**config.mk**
```make
export PLATFORM = sky130hd
export DESIGN_NAME = q_policy_reader
export DESIGN_NICKNAME = d
export VERILOG_FILES = /design/src/rtl/q_policy_reader_pkg.sv /design/src/rtl/q_policy_reader_lfsr16.sv /design/src/rtl/q_policy_reader.sv
export SDC_FILE = /design/constraint.sdc
export NUM_CORES = 1
export LEC_CHECK = 0
export ABC_AREA = 1
export CORE_MARGIN = 3
export CORE_UTILIZATION = 35
export CTS_BUF_LIST = sky130_fd_sc_hd__clkbuf_8
export DETAILED_ROUTE_END_ITERATION = 16
export GPL_TIMING_DRIVEN = 0
export PLACE_DENSITY = 0.67
export SYNTH_ARGS = -nofsm -noshare
export SYNTH_HDL_FRONTEND = slang
export SYNTH_SLANG_ARGS = --single-unit
```
**constraint.sdc**
```tcl
create_clock -name clk -period 3.57 [get_ports clk]
set_clock_uncertainty 0.15 [all_clocks]
set_input_delay 0.714 -clock clk [delete_from_list [all_inputs] [get_ports clk]]
set_output_delay 0.714 -clock clk [all_outputs]
set_load 0.05 [all_outputs]
```
**src/rtl/q_policy_reader_pkg.sv**
```systemverilog
// Shared definitions for the Q-table read-side agent: default widths,
// FSM encoding and the LFSR constants used by the exploration logic.
package q_policy_reader_pkg;

    localparam int QP_DATA_WIDTH    = 16;
    localparam int QP_STATES_WIDTH  = 4;
    localparam int QP_ACTIONS_WIDTH = 2;
    localparam int QP_ACTIONS       = 4;

    // Fibonacci LFSR x^16+x^14+x^13+x^11 in right-shift form: the feedback
    // is the XOR of bits 0, 2, 3 and 5 and enters at bit 15.
    localparam logic [15:0] LFSR_SEED = 16'hACE1;
    localparam logic [15:0] LFSR_TAPS = 16'h002D;

    typedef enum logic [1:0] {
        IDLE  = 2'd0,
        SCAN  = 2'd1,
        DRAIN = 2'd2,
        RESP  = 2'd3
    } state_t;

    function automatic logic [15:0] lfsr_next(input logic [15:0] cur);
        return {^(cur & LFSR_TAPS), cur[15:1]};
    endfunction

endpackage

```
**src/rtl/q_policy_reader_lfsr16.sv**
```systemverilog
// Free-running 16-bit Fibonacci LFSR; advances on every clock, seeded on reset.
module lfsr16
    import q_policy_reader_pkg::*;
(
    input  logic        clk,
    input  logic        rst,
    output logic [15:0] q
);

    // NOTE: async reset belongs in the sensitivity list, and state uses <= so
    // every register samples its inputs from before the edge.
    always_ff @(posedge clk or posedge rst) begin
        if (rst) begin
            q <= LFSR_SEED;
        end else begin
            q <= lfsr_next(q);
        end
    end

endmodule

```
**src/rtl/q_policy_reader.sv**
```systemverilog
// Scans Q(s,*) over one synchronous read port and returns the argmax action
// and its value, optionally replacing the action with an epsilon-greedy pick.
module q_policy_reader
    import q_policy_reader_pkg::*;
#(
    parameter int          DATA_WIDTH    = QP_DATA_WIDTH,
    parameter int          STATES_WIDTH  = QP_STATES_WIDTH,
    parameter int          ACTIONS_WIDTH = QP_ACTIONS_WIDTH,
    parameter int          ACTIONS       = QP_ACTIONS,
    parameter logic [15:0] EPSILON       = 16'h0000
) (
    input  logic                     clk,
    input  logic                     rst,
    input  logic                     req_valid,
    output logic                     req_ready,
    input  logic [STATES_WIDTH-1:0]  req_state,
    input  logic                     explore_en,
    output logic                     rd_en,
    output logic [STATES_WIDTH-1:0]  rd_state,
    output logic [ACTIONS_WIDTH-1:0] rd_action,
    input  logic [DATA_WIDTH-1:0]    rd_data,
    output logic                     rsp_valid,
    input  logic                     rsp_ready,
    output logic [ACTIONS_WIDTH-1:0] rsp_action,
    output logic [DATA_WIDTH-1:0]    rsp_max_q,
    output logic                     rsp_explored
);

    localparam logic [ACTIONS_WIDTH-1:0] LAST_ACTION = ACTIONS_WIDTH'(ACTIONS - 1);
    localparam logic [ACTIONS_WIDTH:0]   ACTIONS_EXT = (ACTIONS_WIDTH + 1)'(ACTIONS);

    state_t state;
    state_t state_next;

    logic [15:0]                    lfsr_q;
    logic [STATES_WIDTH-1:0]        cap_state;
    logic                           explore_flag;
    logic [ACTIONS_WIDTH-1:0]       explore_cand;
    logic [ACTIONS_WIDTH-1:0]       addr_cnt;
    logic                           data_valid;
    logic [ACTIONS_WIDTH-1:0]       data_action;
    logic signed [DATA_WIDTH-1:0]   best_q;
    logic [ACTIONS_WIDTH-1:0]       best_a;
    logic                           accept;
    logic [ACTIONS_WIDTH:0]         cand_raw;
    logic [ACTIONS_WIDTH:0]         cand_wrap;
    logic [ACTIONS_WIDTH-1:0]       cand_next;

    lfsr16 u_lfsr (
        .clk (clk),
        .rst (rst),
        .q   (lfsr_q)
    );

    assign accept = (state == IDLE) && req_valid;

    // Non-power-of-two action counts fold the out-of-range candidates back.
    assign cand_raw  = {1'b0, lfsr_q[ACTIONS_WIDTH-1:0]};
    assign cand_wrap = cand_raw - ACTIONS_EXT;
    assign cand_next = (cand_raw >= ACTIONS_EXT) ? cand_wrap[ACTIONS_WIDTH-1:0]
                                                 : cand_raw[ACTIONS_WIDTH-1:0];

    always_ff @(posedge clk or posedge rst) begin
        if (rst) begin
            state <= IDLE;
        end else begin
            state <= state_next;
        end
    end

    // NOTE: every output of this block gets a default first, so no path can
    // leave a signal unassigned and infer a latch.
    always_comb begin
        state_next = state;
        req_ready  = 1'b0;
        rd_en      = 1'b0;
        rsp_valid  = 1'b0;
        unique case (state)
            IDLE: begin
                req_ready = 1'b1;
                if (req_valid) state_next = SCAN;
            end
            SCAN: begin
                rd_en = 1'b1;
                if (addr_cnt == LAST_ACTION) state_next = DRAIN;
            end
            DRAIN: state_next = RESP;
            RESP: begin
                rsp_valid = 1'b1;
                if (rsp_ready) state_next = IDLE;
            end
            default: state_next = IDLE;
        endcase
    end

    always_ff @(posedge clk or posedge rst) begin
        if (rst) begin
            cap_state    <= '0;
            explore_flag <= 1'b0;
            explore_cand <= '0;
            addr_cnt     <= '0;
        end else if (accept) begin
            cap_state    <= req_state;
            explore_flag <= explore_en && (lfsr_q < EPSILON);
            explore_cand <= cand_next;
            addr_cnt     <= '0;
        end else if (state == SCAN && addr_cnt != LAST_ACTION) begin
            addr_cnt <= addr_cnt + 1'b1;
        end
    end

    // rd_data lags rd_en by one cycle, so the compare runs one step behind.
    always_ff @(posedge clk or posedge rst) begin
        if (rst) begin
            data_valid  <= 1'b0;
            data_action <= '0;
            best_q      <= '0;
            best_a      <= '0;
        end else begin
            data_valid  <= rd_en;
            data_action <= rd_action;
            if (data_valid) begin
                if (data_action == '0 || $signed(rd_data) > best_q) begin
                    best_q <= $signed(rd_data);
                    best_a <= data_action;
                end
            end
        end
    end

    assign rd_state     = rd_en ? cap_state : '0;
    assign rd_action    = rd_en ? addr_cnt  : '0;
    assign rsp_action   = rsp_valid ? (explore_flag ? explore_cand : best_a) : '0;
    assign rsp_max_q    = rsp_valid ? best_q : '0;
    assign rsp_explored = rsp_valid & explore_flag;

endmodule

```
=== Word-level counts from Yosys, hierarchy flattened ===
Index checks and enable logic that the tools add are counted.

* Add/subtract/negate cells: 2
* $mul: 0
* Divide/modulo/power cells: 0
* Order comparisons: 3
* Equality and inequality tests: 8
* Shift-type cells: 0
* Mux-type cells: 15
* Bitwise operators: 1
* Reductions and logical operators: 10

{| class="wikitable"
|+ Operators with widths
! kind !! count
|-
| 2-to-1 mux 2 bit || 9
|-
| > comparator 16 bit || 1
|-
| < comparator 16 x 1 -> 1 bit, second input constant || 1
|-
| 2-to-1 mux 16 bit || 1
|-
| XOR reduction 16 bit || 1
|-
| != test 2 bit, second input constant || 4
|-
| case mux 2 bit (4 select lines) || 1
|-
| equality test 2 bit, second input constant || 3
|-
| zero test 2 bit || 2
|-
| 2-to-1 mux 4 bit || 1
|-
| >= comparator 2 x 3 -> 1 bit, second input constant || 1
|-
| logical AND 1 bit || 3
|-
| 2-to-1 mux 1 bit || 3
|-
| AND reduction 3 bit || 1
|-
| adder 2 x 1 -> 2 bit, second input constant || 1
|-
| equality test 2 x 1 -> 1 bit, second input constant || 1
|-
| AND reduction 2 bit || 1
|-
| nonzero test 2 bit || 1
|-
| subtractor 2 x 1 -> 2 bit, second input constant || 1
|-
| AND 1 bit || 1
|-
| logical OR 1 bit || 1
|}

* Flip-flop bits (word level): 48
* Bits in latches: 0
* RAM bits: 0
* Bits in read-only memories: 0
* Output and inout port bits: 28
* Word-level logic and storage cells: 49
* Memories: 0

=== Logic depth before layout (Yosys ltp) ===
* Depth after elaboration: 4
* Depth in mapped cells: 17
* Mapped depth without buffers: 16

=== Least setup slack after synthesis ===
No wires, ideal clock.

* Path type: register -> output
* Start point: register state[0]
* End point: output rsp_max_q[10]
* Arrival: 1.828 ns
* Required time: 2.706 ns
* Path slack: 0.878 ns
* Stages on the path, launching flop included: 6
* Buffers on the path: 2
* Cell sequence: dfrtp_1 > ha_1 > clkbuf_1 > clkbuf_1 > nand2_1 > inv_1

* Word-level cells in the longest chain between the ends: 3

{| class="wikitable"
|+ RTL lines
! item !! RTL line !! RTL
|-
| start: declaration || q_policy_reader.sv:32 || <nowiki>state_t state;</nowiki>
|-
| start signal: assignment || q_policy_reader.sv:67 || <nowiki>state <= state_next;</nowiki>
|-
| equality test 2 bit || q_policy_reader.sv:78 || <nowiki>unique case (state)</nowiki>
|-
| 2-to-1 mux 1 bit || q_policy_reader.sv:78 ||
|-
| named net rsp_valid || q_policy_reader.sv:22 || <nowiki>output logic rsp_valid,</nowiki>
|-
| 2-to-1 mux 16 bit || q_policy_reader.sv:134 || <nowiki>assign rsp_max_q = rsp_valid ? best_q : '0;</nowiki>
|-
| end: declaration || q_policy_reader.sv:25 || <nowiki>output logic [DATA_WIDTH-1:0] rsp_max_q,</nowiki>
|}

The timed path passes the listed nets, and every way through them passes these cells.

=== Final worst setup path ===
* Start point: register state[0]
* End point: output rsp_max_q[1]

* Word-level cells in the longest chain between the ends: 3

{| class="wikitable"
|+ RTL lines
! item !! RTL line
|-
| equality test 2 bit || q_policy_reader.sv:78
|-
| 2-to-1 mux 1 bit || q_policy_reader.sv:78
|-
| 2-to-1 mux 16 bit || q_policy_reader.sv:134
|}

No other way between the ends.

==> flow_summary.json <==
{
  "cts_resized": 0,
  "grt_max_degree": 30,
  "cts.sinks": 29,
  "drtIter0Drc": 47,
  "synth_area_leaders": "dfrtp_1, ha_1, nand2_1",
  "firstDrtPassIters": 4,
  "area_growth_pct": 35.1,
  "postLayoutCoreUtil": 0.502,
  "regArea_sq_um": 726,
  "antenna_found_initial": 0,
  "start_util": 0.372,
  "globalRouteOverflowTotal": 0,
  "cts.path.max_buffers": 2,
  "maxCapViolations": 0,
  "synthTopCellsByCount": "nand2_1, inv_1, dfrtp_1",
  "drc_errors": 0,
  "io_buffers": 50,
  "cts_setup_buffers": 0,
  "crit_arrival_ps": 2360,
  "drt-total-wl_um": 4190,
  "ant_nets": 0,
  "die_w_um": 80.8,
  "rsz0062_at_grt": "false",
  "fmax_ghz": 0.310,
  "slew_headroom": 0.250,
  "grt_pass1_vias": 1658,
  "critical_path_class": "reg -> out",
  "ys_warn_count": 0,
  "setup_viol": 0,
  "timing.final.crit_period_ps": 3230,
  "synth_cell_type_count": 23,
  "grt_usage": 0.146,
  "synth-async-reset-ratio": 1.00,
  "ys_dominant_reg_cell": "dfrtp_1",
  "cts_tree": "yes",
  "syn_area_sq_um": 1960,
  "synth_top_area_cell": "dfrtp_1",
  "fp.coreArea_sq_um": 5270,
  "num-fill-cells": 524,
  "post-route-period-util": 0.904,
  "synth_area_per_cell_sq_um": 7.86,
  "worstPathRequired_ps": 2710,
  "startpoint_type": "register",
  "drive_gt1_frac": 0.144,
  "clkLatencyLatePin_ps": 280,
  "n_antenna_cell": 0,
  "wl_per_cell_um": 11.1,
  "synth_edf_count": 0,
  "cts-root-buf": "clkbuf_8",
  "dieArea_sq_um": 6530,
  "synthesis.nets": 295,
  "ir_worst_vdd_uv": 578,
  "hpwl_um": 3110,
  "finalInstanceArea_sq_um": 2650,
  "hold_buffers": 0,
  "worstMarginPinSlew_ps": 1120,
  "synthCells": 249,
  "vias_per_cell": 4.39,
  "drv_slew": 0,
  "grt_pass1_wl_um": 7450,
  "power_leakage_nw": 1.47,
  "finalSetupTns_ps": 0,
  "cts_made_buffers": 5,
  "postPlaceCellArea_sq_um": 2550,
  "hold_class": "reg -> reg",
  "status": "finished, final reports clean",
  "synth_top_area_frac": 0.371,
  "ys_seq_area_frac": 0.371,
  "p_total_mw": 2.25,
  "h-tree-depth": 2,
  "power_density_nw_per_um2": 851,
  "clkTransAtPathRegs_ps": 70,
  "cp-end-kind": "output pin",
  "nets": 351,
  "ios": 53,
  "multi_input_area_sq_um": 958,
  "rows": 26,
  "crit_fanout": 11,
  "die_y_um": 80.8,
  "vias": 1650,
  "ys_seq_elements": 29,
  "finalHoldViolations": 0,
  "gp_congestion": 0.786,
  "synth_most_common_cell": "nand2_1"
}
## flip-flops by register name (all words and copies together) (netlist names)
register     flops
cap_state        4
best_a           2
data_action      2
addr_cnt         2
state            2
best_q          16
data_valid       1
## path summary, 6_finish.rpt
check,end,cells after the start,startpoint,slack [ps]
max,rsp_max_q[1],5,state[0]$_DFFE_PP0P_,340
min,best_a[0]$_DFFE_PP0P_,2,best_a[0]$_DFFE_PP0P_,340
max reg2reg,best_q[6]$_DFFE_PP0P_,14,best_q[15]$_DFFE_PP0P_,1400
min reg2reg,best_a[0]$_DFFE_PP0P_,2,best_a[0]$_DFFE_PP0P_,340
max in group asynchronous,best_q[3]$_DFFE_PP0P_,2,rst,1730
min in group asynchronous,best_q[0]$_DFFE_PP0P_,2,rst,870
## power by group
part | total [mW] | leakage [nW] | switching, mW | internal [mW]
registers | 0.599 | 0.364 | 0.115 | 0.484
logic | 1.35 | 1.06 | 0.843 | 0.503
clock network | 0.308 | 0.0542 | 0.133 | 0.174
## worst max-delay path, cell delays in order, from the launching register on
cell and delay, ps:
dfrtp_1 390, ha_1 440, clkbuf_2 320, nand2_1 80
inv_1 60, clkdlybuf4s50_1 790
## layer usage
| metal | vias to the layer above | wire length (um) | GRT usage |
|---|---|---|---|
| li1 | 864 | - | - |
| met1 | 739 | 1940 | 0.186 |
| met2 | 41 | 1920 | 0.238 |
| met3 | 6 | 279 | 0.0477 |
| met4 | 0 | 46 | 0.0355 |
| met5 | - | 0 | 0 |
## kinds of logic after synthesis
logic type      synth area share
simple gates               0.298
other cells              0.00192
fa+ha+maj                  0.134
compound gates            0.0326
flops                      0.371
mux                       0.0230
buf+inv                    0.140
## area by class of cell
class                           count  area share
Multi-Input combinational cell    157       0.362
Clock inverter                      1     0.00189
Sequential cell                    29       0.274
Inverter                           56      0.0795
Timing Repair Buffer               50       0.189
Buffer                              6      0.0232
Tap cell                           70      0.0331
Clock buffer                        7      0.0364
## placed cells by master, fill, tap and decap left out
cell type,Yosys,routed
ha_1,21,21
mux2_2,4,4
nand2_8,2,2
a21oi_1,5,5
buf_12,1,1
or2_2,1,1
conb_1,1,1
clkbuf_8,1,8
clkbuf_2,0,1
nor3_1,1,1
nand4_1,2,2
nand2_1,62,62
nor3_2,1,1
nor2_1,2,2
dfrtp_1,29,29
a221oi_1,1,1
clkinv_2,0,1
buf_6,1,1
nor2_2,1,1
clkdlybuf4s50_1,0,50
o21ai_0,6,6
nand2_2,22,22
buf_4,1,1
inv_1,56,56
clkbuf_1,3,1
nand3_1,25,25
## through the flow
| step | hold WS (ps) | cells | setup slack (ps) |
|---|---|---|---|
| 2_1_floorplan | 292 | 249 | 878 |
| 3_3_place_gp | 309 | 369 | 335 |
| 3_5_place_dp | 329 | 369 | 337 |
| 4_1_cts | 352 | 377 | 3.30 |
| 5_1_grt | 369 | 376 | 154 |
| 6_report | 341 | 376 | 342 |
Power figures use the tool's default switching activity.
